<file path="src/rtl/aes_pkg.sv">
// Shared AES MixColumns types and GF(2^8) arithmetic helpers.
// Bytes are addressed as state[row][col], matching the AES state layout.
package aes_pkg;

  typedef logic [0:3][0:3][7:0] state_t;
  typedef logic [0:3][7:0]      column_t;

  localparam logic [7:0] GF_POLY = 8'h1b;

  typedef enum logic [1:0] {
    IDLE = 2'd0,
    RUN  = 2'd1,
    DONE = 2'd2
  } fsm_state_t;

  function automatic logic [7:0] xtime(input logic [7:0] b);
    return {b[6:0], 1'b0} ^ (b[7] ? GF_POLY : 8'h00);
  endfunction

  // Shift-and-add multiply; with a constant b this folds to a few xtime/XOR terms.
  function automatic logic [7:0] gf_mul(input logic [7:0] a, input logic [7:0] b);
    logic [7:0] acc;
    logic [7:0] p;
    acc = 8'h00;
    p   = a;
    for (int i = 0; i < 8; i++) begin
      if (b[i]) acc = acc ^ p;
      p = xtime(p);
    end
    return acc;
  endfunction

endpackage

</file>
<file path="src/rtl/mix_single_column.sv">
// Combinational MixColumns / InvMixColumns on one 4-byte column.
// Each matrix row is the base row rotated right by the row index.
module mix_single_column
  import aes_pkg::*;
(
  input  logic [0:3][7:0] col,
  input  logic            inverse,
  output logic [0:3][7:0] mixed
);

  localparam logic [0:3][7:0] FWD_ROW = {8'h02, 8'h03, 8'h01, 8'h01};
  localparam logic [0:3][7:0] INV_ROW = {8'h0e, 8'h0b, 8'h0d, 8'h09};

  always_comb begin
    logic [1:0] idx;
    logic [7:0] coef;
    idx   = 2'd0;
    coef  = 8'h00;
    mixed = '0;
    for (int r = 0; r < 4; r++) begin
      for (int k = 0; k < 4; k++) begin
        idx      = 2'(k + 4 - r);
        coef     = inverse ? INV_ROW[idx] : FWD_ROW[idx];
        mixed[r] = mixed[r] ^ gf_mul(col[k], coef);
      end
    end
  end

endmodule

</file>
<file path="src/rtl/mix_columns_engine.sv">
// Iterative MixColumns engine: captures a state, mixes COLS_PER_CYCLE columns
// per cycle in place, then holds the result until the consumer takes it.
module mix_columns_engine
  import aes_pkg::*;
#(
  parameter int COLS_PER_CYCLE = 1,
  parameter int INV_EN         = 1
) (
  input  logic                  clk,
  input  logic                  rst_n,
  input  logic                  flush,
  input  logic                  in_valid,
  output logic                  in_ready,
  input  logic                  in_inverse,
  input  logic [0:3][0:3][7:0]  state_in,
  output logic                  out_valid,
  input  logic                  out_ready,
  output logic [0:3][0:3][7:0]  state_out,
  output logic                  busy,
  output logic [1:0]            dbg_state
);

  if (COLS_PER_CYCLE != 1 && COLS_PER_CYCLE != 2 && COLS_PER_CYCLE != 4) begin : g_bad_cols
    $error("mix_columns_engine: COLS_PER_CYCLE must be 1, 2 or 4");
  end

  // With 4 columns per cycle the step wraps to 0, so cnt simply stays at 0.
  localparam logic [1:0] CNT_STEP = 2'(COLS_PER_CYCLE);
  localparam logic [1:0] LAST_CNT = 2'(4 - COLS_PER_CYCLE);

  // Handshakes: a transfer happens on a rising edge where valid && ready;
  // valid never depends on ready, and flush overrides both directions.

  fsm_state_t state_q, state_d;
  logic [1:0] cnt_q, cnt_d;
  logic       mode_q, mode_d;
  state_t     work_q, work_d;

  column_t col_in  [COLS_PER_CYCLE];
  column_t col_out [COLS_PER_CYCLE];

  always_comb begin
    logic [1:0] idx;
    idx = 2'd0;
    for (int k = 0; k < COLS_PER_CYCLE; k++) begin
      idx = cnt_q + 2'(k);
      for (int r = 0; r < 4; r++) begin
        col_in[k][r] = work_q[r][idx];
      end
    end
  end

  for (genvar g = 0; g < COLS_PER_CYCLE; g++) begin : g_mix
    mix_single_column u_mix (
      .col     (col_in[g]),
      .inverse (mode_q),
      .mixed   (col_out[g])
    );
  end

  always_ff @(posedge clk or negedge rst_n) begin
    if (!rst_n) begin
      state_q <= IDLE;
      cnt_q   <= 2'd0;
      mode_q  <= 1'b0;
      work_q  <= '0;
    end else begin
      state_q <= state_d;
      cnt_q   <= cnt_d;
      mode_q  <= mode_d;
      work_q  <= work_d;
    end
  end

  always_comb begin
    logic [1:0] idx;
    idx       = 2'd0;
    state_d   = state_q;
    cnt_d     = cnt_q;
    mode_d    = mode_q;
    work_d    = work_q;
    in_ready  = (state_q == IDLE) && !flush;
    out_valid = (state_q == DONE);
    busy      = (state_q != IDLE);
    state_out = work_q;
    dbg_state = state_q;

    if (flush) begin
      state_d = IDLE;
      cnt_d   = 2'd0;
    end else begin
      case (state_q)
        IDLE: begin
          if (in_valid) begin
            state_d = RUN;
            cnt_d   = 2'd0;
            mode_d  = (INV_EN != 0) && in_inverse;
            work_d  = state_in;
          end
        end
        RUN: begin
          for (int k = 0; k < COLS_PER_CYCLE; k++) begin
            idx = cnt_q + 2'(k);
            for (int r = 0; r < 4; r++) begin
              work_d[r][idx] = col_out[k][r];
            end
          end
          cnt_d = cnt_q + CNT_STEP;
          if (cnt_q == LAST_CNT) state_d = DONE;
        end
        DONE: begin
          if (out_ready) state_d = IDLE;
        end
        default: state_d = IDLE;
      endcase
    end
  end

endmodule

</file>
<file path="config.mk">
export PLATFORM = sky130hd
export DESIGN_NAME = mix_columns_engine
export DESIGN_NICKNAME = d
export VERILOG_FILES = /design/src/rtl/aes_pkg.sv /design/src/rtl/mix_single_column.sv /design/src/rtl/mix_columns_engine.sv
export SDC_FILE = /design/constraint.sdc
export NUM_CORES = 1
export LEC_CHECK = 0
export CORE_AREA = 2 2 119 167
export DETAILED_ROUTE_END_ITERATION = 6
export DIE_AREA = 0 0 121 169
export GPL_TIMING_DRIVEN = 0
export PLACE_DENSITY = 0.81
export SLEW_MARGIN = 10
export SYNTH_ARGS = -nofsm -noshare
export SYNTH_HDL_FRONTEND = slang
export SYNTH_SLANG_ARGS = --single-unit
</file>
<file path="constraint.sdc">
create_clock -name clk -period 3.35 [get_ports clk]
set_input_delay 0.8375 -clock clk [delete_from_list [all_inputs] [get_ports clk]]
set_output_delay 0.8375 -clock clk [all_outputs]
set_load 0.02 [all_outputs]
</file>
==> results.txt <==
For the total congestion overflow, the log shows 0. Measured on the finished design, the core utilization comes to 69.97%. The filler cells instantiated in the layout total 1,374.

Measured against its own limit, the worst slew margin works out to 41.39%. From left edge to right edge, the die measures 121 um. STA classifies the critical path startpoint as a register. In this design, the stage delay of the slowest critical-path cell is 570 ps. The logs give 3328 um2 for the register area and 958 for the violation count after the first detailed-route iteration.

Synthesis produced a netlist with a net count of 974. After detailed placement, the total cell area comes to 12,100 um2. In the final layout, the multi-input gates occupy 5809 um2. The post-synthesis share of cell area spent on and, or, nand and nor gates was 5.641%; the overall via count from detail_route was 8,816. Total negative slack for setup checks: -46.87 ps. For this design, the sink count on the clock tree is 133. The worst setup margin is -20.69 ps, and the total CTS buffers is 17. The run finished, with violations left. In this run the tool buffered the top-level ports with 266 buffer cells. Setup repair after global routing could not meet its margin everywhere.

The run gives 267 as the number of top-level pins. The logs give 4 for the number of levels in the clock H-tree and 36.60% for the sequential cell area fraction in the yosys report. Hold timing on the final database bottoms out at a slack of 364.8 ps. The number of placement rows came out at 60.

The commonest register cell after synthesis is sky130_fd_sc_hd__dfrtp_1. The tools report the total wire length after detailed routing as 34,910 um. The fraction of the cycle the final worst path needs is 100.6%, and the synthesized cell area is 9094 um2. The HPWL after detailed placement is 25,480 um.

Once the floorplan was initialized, standard cells occupied 47.88% of the core. By count the netlist is led by sky130_fd_sc_hd__dfrtp_1 (133), sky130_fd_sc_hd__xnor2_1 (132), sky130_fd_sc_hd__o21ai_0 (53). The max-cap violation count came out at 0. Summing the areas of all compound-gate instances in the mapped netlist gives 18.85% of the synthesized area. The floorplan step defined a core boundary enclosing 18,990 um2. The total DRC errors in the routed layout is 0. The time the worst path needs with I/O delays and setup is 3371 ps.

Counting along the longest clock path gives a buffer depth of 2. The number of hold buffers added after CTS was 0. The number of antenna diodes in the final layout is 0. The signal on the critical path passes through buf_12, buf_12, mux4_2, buf_6, xor3_1, xnor3_2, xnor2_1, nand2_2, xnor2_4, o21ai_0. Class of the tightest hold or removal check: in2async. Start-to-end type of the worst setup path: reg2reg. Dividing the synthesized area by the synthesized cell count gives 10.88 um2. Detailed-route wire length per cell: 24.97 um. Dividing the detail-routed via count by the number of cells gives 6.306. Across every metal layer, demand over resource in global routing totals 33.65%. Before antenna repair, the detailed router went through 7 iterations. The share of synthesized area spent on multiplexers is 8.255%.

The net count of the finished layout is 1,275. After synthesis, the largest family of logic cells by area is XOR/XNOR gates. The checks that failed: negative setup slack. Cells with a size suffix above 1 make up 14.70% of the layout. The critical path data arrival time is 3660 ps. Counting both buffers and inverters, the worst setup path holds a total of 3. The tools report the critical path required time as 3640 ps.

The synthesis warning total is 0. The die is 169 um tall. TritonCTS built the clock tree. Ranked by total cell area, the synthesized netlist is headed by sky130_fd_sc_hd__dfrtp_1 (37%), sky130_fd_sc_hd__xnor2_1 (13%), sky130_fd_sc_hd__mux4_2 (7.9%).

The post-synthesis cell count was 836; the maximum clock frequency was 296.7 MHz. The total setup violations reported at the end of the flow is 6, and the maximum fanout along the worst path is 10. Summing the areas of all fa, ha and maj instances in the mapped netlist gives 0.5504% of the synthesized area. CTS placed an instance of sky130_fd_sc_hd__clkbuf_16 at the clock tree root.

The number of enable flip-flop cells after synthesis is 0. The final count of hold timing violations is 0. Of all cell types, the one taking the most synthesized area is sky130_fd_sc_hd__dfrtp_1. The clock arrives with 9.093 ps of skew.

The dominant delay contributor by cell family on the critical path was XOR/XNOR gates. Of all flip-flops after synthesis, the portion carrying an async set or reset was 100.0%. The overall die area was 20,450 um2.

Critical path's most frequent cell: sky130_fd_sc_hd__buf_12. The run gives 430 ps as the clock latency reported for the late side of the worst-skew pair. For the via count of the first global-routing pass, the log shows 8,856.

The area fraction of the dominant cell type after synthesis came out at 36.60%. Among all stages on the critical path, the largest delay is contributed by sky130_fd_sc_hd__mux4_2. The count of final max-slew check failures was 0; the number of flip-flops and latches in the synthesized netlist was 133. The post-detailed-route count of antenna-violating nets was 0. Entering global routing, the biggest net connects 74 pins. The first global-routing pass estimated 51,090 um of wire. The parity-gate share of the synthesized area counting xor and xnor cells is 26.28%, and the post-route cell area is 13,290 um2. The register clock-pin slew on the reported worst setup and hold paths is 60 ps. The most numerous cell in the Yosys netlist is sky130_fd_sc_hd__dfrtp_1. At the end of routability-driven placement, the weighted congestion stood at 0.9468.

The post-synthesis to final-layout area growth is 46.15%. For the pin with the worst max-slew slack, the measured transition is 875.9 ps. The worst setup path is captured at a register. The unique cell type count in the Yosys netlist was 45; the initial antenna violation count was 0.
[repair_timing]
action,in CTS,in global routing
buffers inserted,2,16
pin swaps,5,10
setup endpoints to repair,125,108
gates resized for setup,41,36
[final cells by class]
type	count	area share (%)
Multi-Input combinational cell	627	43.71
Sequential cell	133	25.04
Timing Repair Buffer	285	21.27
Clock buffer	20	3.436
Buffer	70	2.966
Tap cell	248	2.335
Clock inverter	12	1.158
Inverter	3	0.08473
[state kept, by name (all words and copies together), names as in the netlist]
register   count
cnt_q          2
state_out    128
dbg_state      2
mode_q         1
[through the flow]
stage	instances	setup WS [ps]
2_1_floorplan	836	273.1
3_3_place_gp	1350	-3769
3_5_place_dp	1351	-589.3
4_1_cts	1383	5.518
5_1_grt	1398	-77.10
6_report	1398	-20.69
[path summary, 6_finish.rpt]
| check | start | endpoint | slack (ps) | cells past startpoint |
|---|---|---|---|---|
| worst max register to register | cnt_q[0] | state_out[70] | -20 | 10 |
| worst min-delay path | rst_n | state_out[112] | 360 | 1 |
| min in group clk | state_out[52] | state_out[52] | 530 | 2 |
| max in group asynchronous | rst_n | state_out[22] | 2210 | 2 |
| worst max-delay path | cnt_q[0] | state_out[70] | -20 | 10 |
| worst min register to register | state_out[52] | state_out[52] | 530 | 2 |
[kinds of logic after synthesis]
group | count (synthesis)
xor+xnor | 204
buf+inv | 76
simple gates | 117
fa+ha+maj | 4
compound gates | 267
flops | 133
mux | 35
[cell usage in the layout (no fill, tap or decap), types with 5 or more instances in the layout]
cell type,count
sky130_fd_sc_hd__nand2_1,33
sky130_fd_sc_hd__xnor3_2,5
sky130_fd_sc_hd__xor3_1,5
sky130_fd_sc_hd__o22ai_1,40
sky130_fd_sc_hd__mux4_2,32
sky130_fd_sc_hd__nor2_1,48
sky130_fd_sc_hd__o32ai_1,8
sky130_fd_sc_hd__a31oi_1,20
sky130_fd_sc_hd__and3_1,8
sky130_fd_sc_hd__nor2_2,7
sky130_fd_sc_hd__o21ai_1,12
sky130_fd_sc_hd__clkbuf_16,17
sky130_fd_sc_hd__xnor2_4,9
sky130_fd_sc_hd__clkbuf_1,42
sky130_fd_sc_hd__buf_1,5
sky130_fd_sc_hd__o22a_1,12
sky130_fd_sc_hd__clkdlybuf4s50_1,265
sky130_fd_sc_hd__xnor2_2,29
sky130_fd_sc_hd__o21ai_0,53
sky130_fd_sc_hd__xnor3_1,26
sky130_fd_sc_hd__buf_4,24
sky130_fd_sc_hd__a21oi_1,46
sky130_fd_sc_hd__a22oi_1,45
sky130_fd_sc_hd__xnor2_1,103
sky130_fd_sc_hd__buf_2,11
sky130_fd_sc_hd__dfrtp_1,133
sky130_fd_sc_hd__xor2_1,23
[layer usage]
layer  routed length (um)  vias to the layer above  GRT usage [%]  part of all wire, %
met5                    0                        -              0                    0
met4                 2303                        0          19.77                  6.6
met3                 3310                      176          6.233                  9.5
met2                17410                      714          57.08                   50
met1                11880                     4247          39.53                   34
li1                     -                     3679              -                    -
Power is left out: the tool's default activity adds up to more than one toggle a clock period on the data nets, which glitch-free logic cannot reach.
